## src/rtl/fetch_decode_pkg.sv

```systemverilog
// -----------------------------------------------------------------------------
// fetch_decode_pkg
//   Shared definitions for the fetch/decode sequencer:
//   - op_t        : 4-bit opcode enumeration
//   - state_t     : sequencer FSM states
//   - ctrl_t      : decoded control bundle (strobes, status expectations,
//                   register selects)
//   - field offsets of the 32-bit instruction word
// -----------------------------------------------------------------------------
package fetch_decode_pkg;

  // Instruction word layout:
  // op[31:28] dest[27:23] src1[22:18] src2[17:13] eqx[12] ltx[11], rest ignored
  localparam int OP_LO   = 28;
  localparam int OP_W    = 4;
  localparam int DEST_LO = 23;
  localparam int SRC1_LO = 18;
  localparam int SRC2_LO = 13;
  localparam int EQX_BIT = 12;
  localparam int LTX_BIT = 11;
  localparam int REG_W   = 5;

  typedef enum logic [OP_W-1:0] {
    OP_NOP  = 4'h0,
    OP_ADD  = 4'h1,
    OP_SUB  = 4'h2,
    OP_LDI  = 4'h3,
    OP_ST   = 4'h4,
    OP_CMP  = 4'h5,
    OP_CLR  = 4'h6,
    OP_BR   = 4'h7,
    OP_JMP  = 4'h8,
    OP_HALT = 4'hF
  } op_t;

  typedef enum logic [2:0] {
    FETCH,
    ISSUE,
    HOLD,
    RESOLVE,
    HALT
  } state_t;

  typedef struct packed {
    logic             alu_sum;
    logic             wb;
    logic             mem_wb;
    logic             imm_wb;
    logic             eq_in;
    logic             lt_in;
    logic             reset_st;
    logic             set_st;
    logic [REG_W-1:0] dest;
    logic [REG_W-1:0] source1;
    logic [REG_W-1:0] source2;
  } ctrl_t;

endpackage

```

## src/rtl/fd_decoder.sv

```systemverilog
// -----------------------------------------------------------------------------
// fd_decoder
//   Purely combinational instruction decoder.
//   Ports:
//     ir         in  IW   instruction word to decode
//     ctrl       out      strobes, eq/lt expectations and register selects
//     needs_hold out 1    instruction writes back a register (extra HOLD cycle)
//     is_branch  out 1    BR or JMP (target resolved in RESOLVE)
//     is_jmp     out 1    unconditional JMP
//     is_halt    out 1    HALT
//     illegal    out 1    undefined opcode (decoded as NOP)
// -----------------------------------------------------------------------------
module fd_decoder
  import fetch_decode_pkg::*;
#(
  parameter int IW = 32
) (
  input  logic [IW-1:0] ir,
  output ctrl_t         ctrl,
  output logic          needs_hold,
  output logic          is_branch,
  output logic          is_jmp,
  output logic          is_halt,
  output logic          illegal
);

  op_t  op;
  logic unused_ir_bits;

  assign op             = op_t'(ir[OP_LO +: OP_W]);
  assign unused_ir_bits = ^ir[LTX_BIT-1:0];

  always_comb begin
    ctrl         = '0;
    ctrl.dest    = ir[DEST_LO +: REG_W];
    ctrl.source1 = ir[SRC1_LO +: REG_W];
    ctrl.source2 = ir[SRC2_LO +: REG_W];
    needs_hold   = 1'b0;
    is_branch    = 1'b0;
    is_jmp       = 1'b0;
    is_halt      = 1'b0;
    illegal      = 1'b0;
    case (op)
      OP_NOP: ;
      OP_ADD: begin
        ctrl.alu_sum = 1'b1;
        ctrl.wb      = 1'b1;
        needs_hold   = 1'b1;
      end
      OP_SUB: begin
        ctrl.wb    = 1'b1;
        needs_hold = 1'b1;
      end
      OP_LDI:  ctrl.imm_wb   = 1'b1;
      OP_ST:   ctrl.mem_wb   = 1'b1;
      // CMP subtracts without writeback, so it needs no HOLD cycle
      OP_CMP:  ctrl.set_st   = 1'b1;
      OP_CLR:  ctrl.reset_st = 1'b1;
      OP_BR: begin
        ctrl.alu_sum = 1'b1;
        ctrl.eq_in   = ir[EQX_BIT];
        ctrl.lt_in   = ir[LTX_BIT];
        is_branch    = 1'b1;
      end
      OP_JMP: begin
        ctrl.alu_sum = 1'b1;
        is_branch    = 1'b1;
        is_jmp       = 1'b1;
      end
      OP_HALT: is_halt = 1'b1;
      default: illegal = 1'b1;
    endcase
  end

endmodule

```

## src/rtl/fetch_decode.sv

```systemverilog
// -----------------------------------------------------------------------------
// fetch_decode
//   Single-issue, non-pipelined sequencer: fetches an instruction, decodes it
//   and drives the datapath control strobes for one ISSUE cycle. Writeback
//   instructions get one HOLD cycle, BR/JMP get one RESOLVE cycle in which the
//   datapath target (and st_match for BR) picks the next PC.
//   Ports:
//     clk, rst_n            clock, synchronous active-low reset
//     imem_addr/imem_req    fetch address (PC) and request, req held to valid
//     imem_valid/imem_data  instruction memory response
//     target, st_match      datapath jump destination and status match
//     alu_sum ... set_st    control strobes (high only in ISSUE)
//     eq_in, lt_in          BR status expectation, held until next issue
//     dest/source1/source2  register selects, held until next issue
//     halted, illegal       sticky status flags
// -----------------------------------------------------------------------------
module fetch_decode
  import fetch_decode_pkg::*;
#(
  parameter int PC_W = 5,
  parameter int IW   = 32
) (
  input  logic             clk,
  input  logic             rst_n,
  output logic [PC_W-1:0]  imem_addr,
  output logic             imem_req,
  input  logic             imem_valid,
  input  logic [IW-1:0]    imem_data,
  input  logic [PC_W-1:0]  target,
  input  logic             st_match,
  output logic             alu_sum,
  output logic             wb,
  output logic             mem_wb,
  output logic             imm_wb,
  output logic             eq_in,
  output logic             lt_in,
  output logic             reset_st,
  output logic             set_st,
  output logic [REG_W-1:0] dest,
  output logic [REG_W-1:0] source1,
  output logic [REG_W-1:0] source2,
  output logic             halted,
  output logic             illegal
);

  state_t          state;
  logic [PC_W-1:0] pc;
  logic [IW-1:0]   ir;
  logic [IW-1:0]   ir_d;
  logic            take;
  ctrl_t           dec;
  logic            dec_hold;
  logic            dec_branch;
  logic            dec_jmp;
  logic            dec_halt;
  logic            dec_illegal;

  // A word is accepted only while a request is outstanding in FETCH.
  assign take      = (state == FETCH) && imem_req && imem_valid;
  assign imem_addr = pc;

  // Decode the word being accepted so the registered outputs are already
  // valid in the ISSUE cycle; in every other state this is simply IR.
  assign ir_d = take ? imem_data : ir;

  fd_decoder #(.IW(IW)) u_dec (
    .ir         (ir_d),
    .ctrl       (dec),
    .needs_hold (dec_hold),
    .is_branch  (dec_branch),
    .is_jmp     (dec_jmp),
    .is_halt    (dec_halt),
    .illegal    (dec_illegal)
  );

  // Instruction register: data only, no reset
  always_ff @(posedge clk) begin
    if (take) ir <= imem_data;
  end

  // Sequencer FSM with registered outputs
  always_ff @(posedge clk) begin
    if (!rst_n) begin
      state    <= FETCH;
      pc       <= '0;
      imem_req <= 1'b0;
      alu_sum  <= 1'b0;
      wb       <= 1'b0;
      mem_wb   <= 1'b0;
      imm_wb   <= 1'b0;
      reset_st <= 1'b0;
      set_st   <= 1'b0;
      eq_in    <= 1'b0;
      lt_in    <= 1'b0;
      dest     <= '0;
      source1  <= '0;
      source2  <= '0;
      halted   <= 1'b0;
      illegal  <= 1'b0;
    end else begin
      // Strobes are single-cycle: cleared unless this edge enters ISSUE
      alu_sum  <= 1'b0;
      wb       <= 1'b0;
      mem_wb   <= 1'b0;
      imm_wb   <= 1'b0;
      reset_st <= 1'b0;
      set_st   <= 1'b0;
      case (state)
        FETCH: begin
          imem_req <= 1'b1;
          if (take) begin
            state    <= ISSUE;
            imem_req <= 1'b0;
            alu_sum  <= dec.alu_sum;
            wb       <= dec.wb;
            mem_wb   <= dec.mem_wb;
            imm_wb   <= dec.imm_wb;
            reset_st <= dec.reset_st;
            set_st   <= dec.set_st;
            eq_in    <= dec.eq_in;
            lt_in    <= dec.lt_in;
            dest     <= dec.dest;
            source1  <= dec.source1;
            source2  <= dec.source2;
            illegal  <= illegal | dec_illegal;
          end
        end
        ISSUE: begin
          if (dec_hold) begin
            state <= HOLD;
          end else if (dec_branch) begin
            state <= RESOLVE;
          end else if (dec_halt) begin
            state  <= HALT;
            halted <= 1'b1;
          end else begin
            state    <= FETCH;
            pc       <= pc + 1'b1;
            imem_req <= 1'b1;
          end
        end
        HOLD: begin
          state    <= FETCH;
          pc       <= pc + 1'b1;
          imem_req <= 1'b1;
        end
        RESOLVE: begin
          state    <= FETCH;
          pc       <= (dec_jmp || st_match) ? target : pc + 1'b1;
          imem_req <= 1'b1;
        end
        HALT: ;
        default: state <= FETCH;
      endcase
    end
  end

endmodule

```

## config.mk

```make
export PLATFORM = sky130hd
export DESIGN_NAME = fetch_decode
export DESIGN_NICKNAME = d
export VERILOG_FILES = /design/src/rtl/fetch_decode_pkg.sv /design/src/rtl/fd_decoder.sv /design/src/rtl/fetch_decode.sv
export SDC_FILE = /design/constraint.sdc
export NUM_CORES = 1
export LEC_CHECK = 0
export BUFFER_PORTS_ARGS = -buffer_cell sky130_fd_sc_hd__buf_2
export CORE_MARGIN = 8
export CORE_UTILIZATION = 45
export CTS_BUF_LIST = sky130_fd_sc_hd__clkbuf_16
export DETAILED_ROUTE_END_ITERATION = 16
export PLACE_DENSITY = 0.73
export SLEW_MARGIN = 30
export SYNTH_ARGS = -nofsm -noshare
export SYNTH_HDL_FRONTEND = slang
export SYNTH_HIERARCHICAL = 1
export SYNTH_SLANG_ARGS = --single-unit
```

## constraint.sdc

```tcl
create_clock -name clk -period 9 [get_ports clk]
set_clock_uncertainty 0.05 [all_clocks]
set_input_delay 1.8 -clock clk [delete_from_list [all_inputs] [get_ports clk]]
set_output_delay 1.8 -clock clk [all_outputs]
set_load 0.05 [all_outputs]
```

==> impl_results.md <==
- Die X: 87.7 µm
- Placed Area: 2490 µm²
- Nets: 364
- Avg Cell Area, Syn: 8.03 µm²
- Footprint of the multi-input gates: 962 µm²
- Core area: 5040 µm²
- Mapped Cells: 288
- Dpl hpwl: 3290 µm
- Max-slew headroom: 53.0%
- Die area: 7690 µm²
- Synth Warn #: 6
- Ant. Diodes: 0
- # IOs: 72
- Max Cap Violations: 0
- CTS H-Tree Depth: 2
- Global-route wire length before repair: 7850 µm
- Die Y: 87.7 µm
- DP Worst Slack: 4380 ps
- Number of global-route vias before repair: 1831
- Grt met1 use: 14.5%
- Area grow syn2layout: 15.0%
- Final Util: 52.8%
- Post-CTS Setup Bufs: 0
- Maximum VDD drop: 0.102 mV
- CTS resizes: 0
- Status: complete, no violations
- CTS Sinks: 55
- Final setup viols: 0
- GRT Max-Usage Layer: met2
- PortBufs: 60
- Root Buffer Master: clkbuf_16
- Initial core utilization: 45.9%
- Met3 usage: 4.78%
- Clk Latency, worst-skew pair: 290 ps
- GRT met2 Usage: 21.1%
- FF+latch area: 1100 µm²
- Layout fillers: 492
- Critical Path AT: 4430 ps
- Final Hold Vio Count: 0
- DR vias/cell: 4.75
- Layout cells sized above 1: 23.8%
- Post-route clock period utilization: 47.5%
- Total GRT Usage: 12.7%
- Post-route cell area: 2660 µm²
- TritonCTS buffer count: 5
- Max Root-Sink Buffers: 2
- Fmax: 234 MHz
- Startpoint types: input pin
- Leakage Power: 1.26 nW
- GRT overflow: 0
- Initial DRC Count: 67
- Hold Path Class: register to register
- Synthesized Nets: 330
- Routed len/inst: 12.1 µm
- Minimum clock period: 4270 ps
- Worst EP required: 9160 ps
- DRT Pass-1 Iters: 4
- Row count: 26
- Max Transition Viols Final: 0
- Synth Cell Area: 2310 µm²
- Cell Pwr Density: 231 nW/µm²
- Crit Path Max Fanout: 38
- Endpoint type of the worst setup path: register
- Drt total wl: 4740 µm
- Via count: 1866
- DRC Markers: 0
- Final WS setup: 4730 ps
- Largest net degree at the start of global routing: 39
- CTS tree: built
- Routed Antenna Nets: 0
- Hold-fix buffers, CTS: 0
- Fin Setup TNS: 0 ps
- Critical path type: input pin to register
- Tot Pwr: 0.000615 W
- Clock slew at reported path FFs: 70 ps
- Initial antenna violation count: 0
- Worst-Margin Slew: 704 ps
- Gpl congestion: 0.799
- RSZ-0062 raised after global routing: no
path summary, 6_finish.rpt:
path | cells past startpoint | slack [ps] | startpoint | to
worst max-delay path | 12 | 4730 | imem_valid | imem_addr[0]
worst min-delay path | 2 | 390 | ir[11] | ir[11]
worst max register to register | 10 | 5860 | state[0] | imem_addr[0]
worst min register to register | 2 | 390 | ir[11] | ir[11]
flip-flops by register name, summed over array words and instances, names as in the netlist, 3 cells and up:
signal	flops
ir	21
source1	5
source2	5
dest	5
state	3
imem_addr	5
power breakdown:
| group | total, W | internal (W) | switching (W) |
|---|---|---|---|
| clock network | 0.000213 | 0.000131 | 0.0000823 |
| registers | 0.000282 | 0.000272 | 0.00000954 |
| logic | 0.000120 | 0.0000380 | 0.0000819 |
placed cells by master (no fill, tap or decap), types with 2 or more instances in the layout:
cell type    n
a21oi_1     22
a31oi_1      3
and3_1       6
buf_2       60
buf_4        3
clkbuf_16    5
dfxtp_1     55
inv_1        5
mux2i_1      4
nand2_1    105
nand2b_1     4
nand3_1      3
nand4b_1     2
nor2_1      10
nor3_1       7
nor3b_1      2
nor3b_2      2
o21a_1       2
o21ai_0      2
o22ai_1      3
or3_1        2
xnor2_1      2
final cells by class:
| class | instances | area share (%) |
|---|---|---|
| Tap cell | 70 | 3.29 |
| Sequential cell | 55 | 41.4 |
| Clock inverter | 3 | 1.60 |
| Timing Repair Buffer | 63 | 12.1 |
| Clock buffer | 5 | 4.70 |
| Inverter | 5 | 0.706 |
| Multi-Input combinational cell | 192 | 36.2 |
worst max-delay path, cell delays in order:
cell and delay (ps):
buf_2 80, nand2_1 80, or4_1 400, buf_4 260, nand2_1 110, nand2_1 260, nand4b_1 290, nand2b_1 140
nor4b_2 320, o21bai_1 160, or3_1 360, a31oi_1 150
per-layer routing:
metal	routed length, µm	share of wire [%]
met5	0	0
met4	55	1.2
met3	372	7.9
met2	2120	45
met1	2190	46
stage by stage:
stage,hold WS (ps),std cells
after floorplan,361,288
after global placement,375,385
after detailed placement,379,385
after CTS,397,393
after global routing,416,393
final,395,393
No activity file was read; power rests on OpenSTA's default activity.
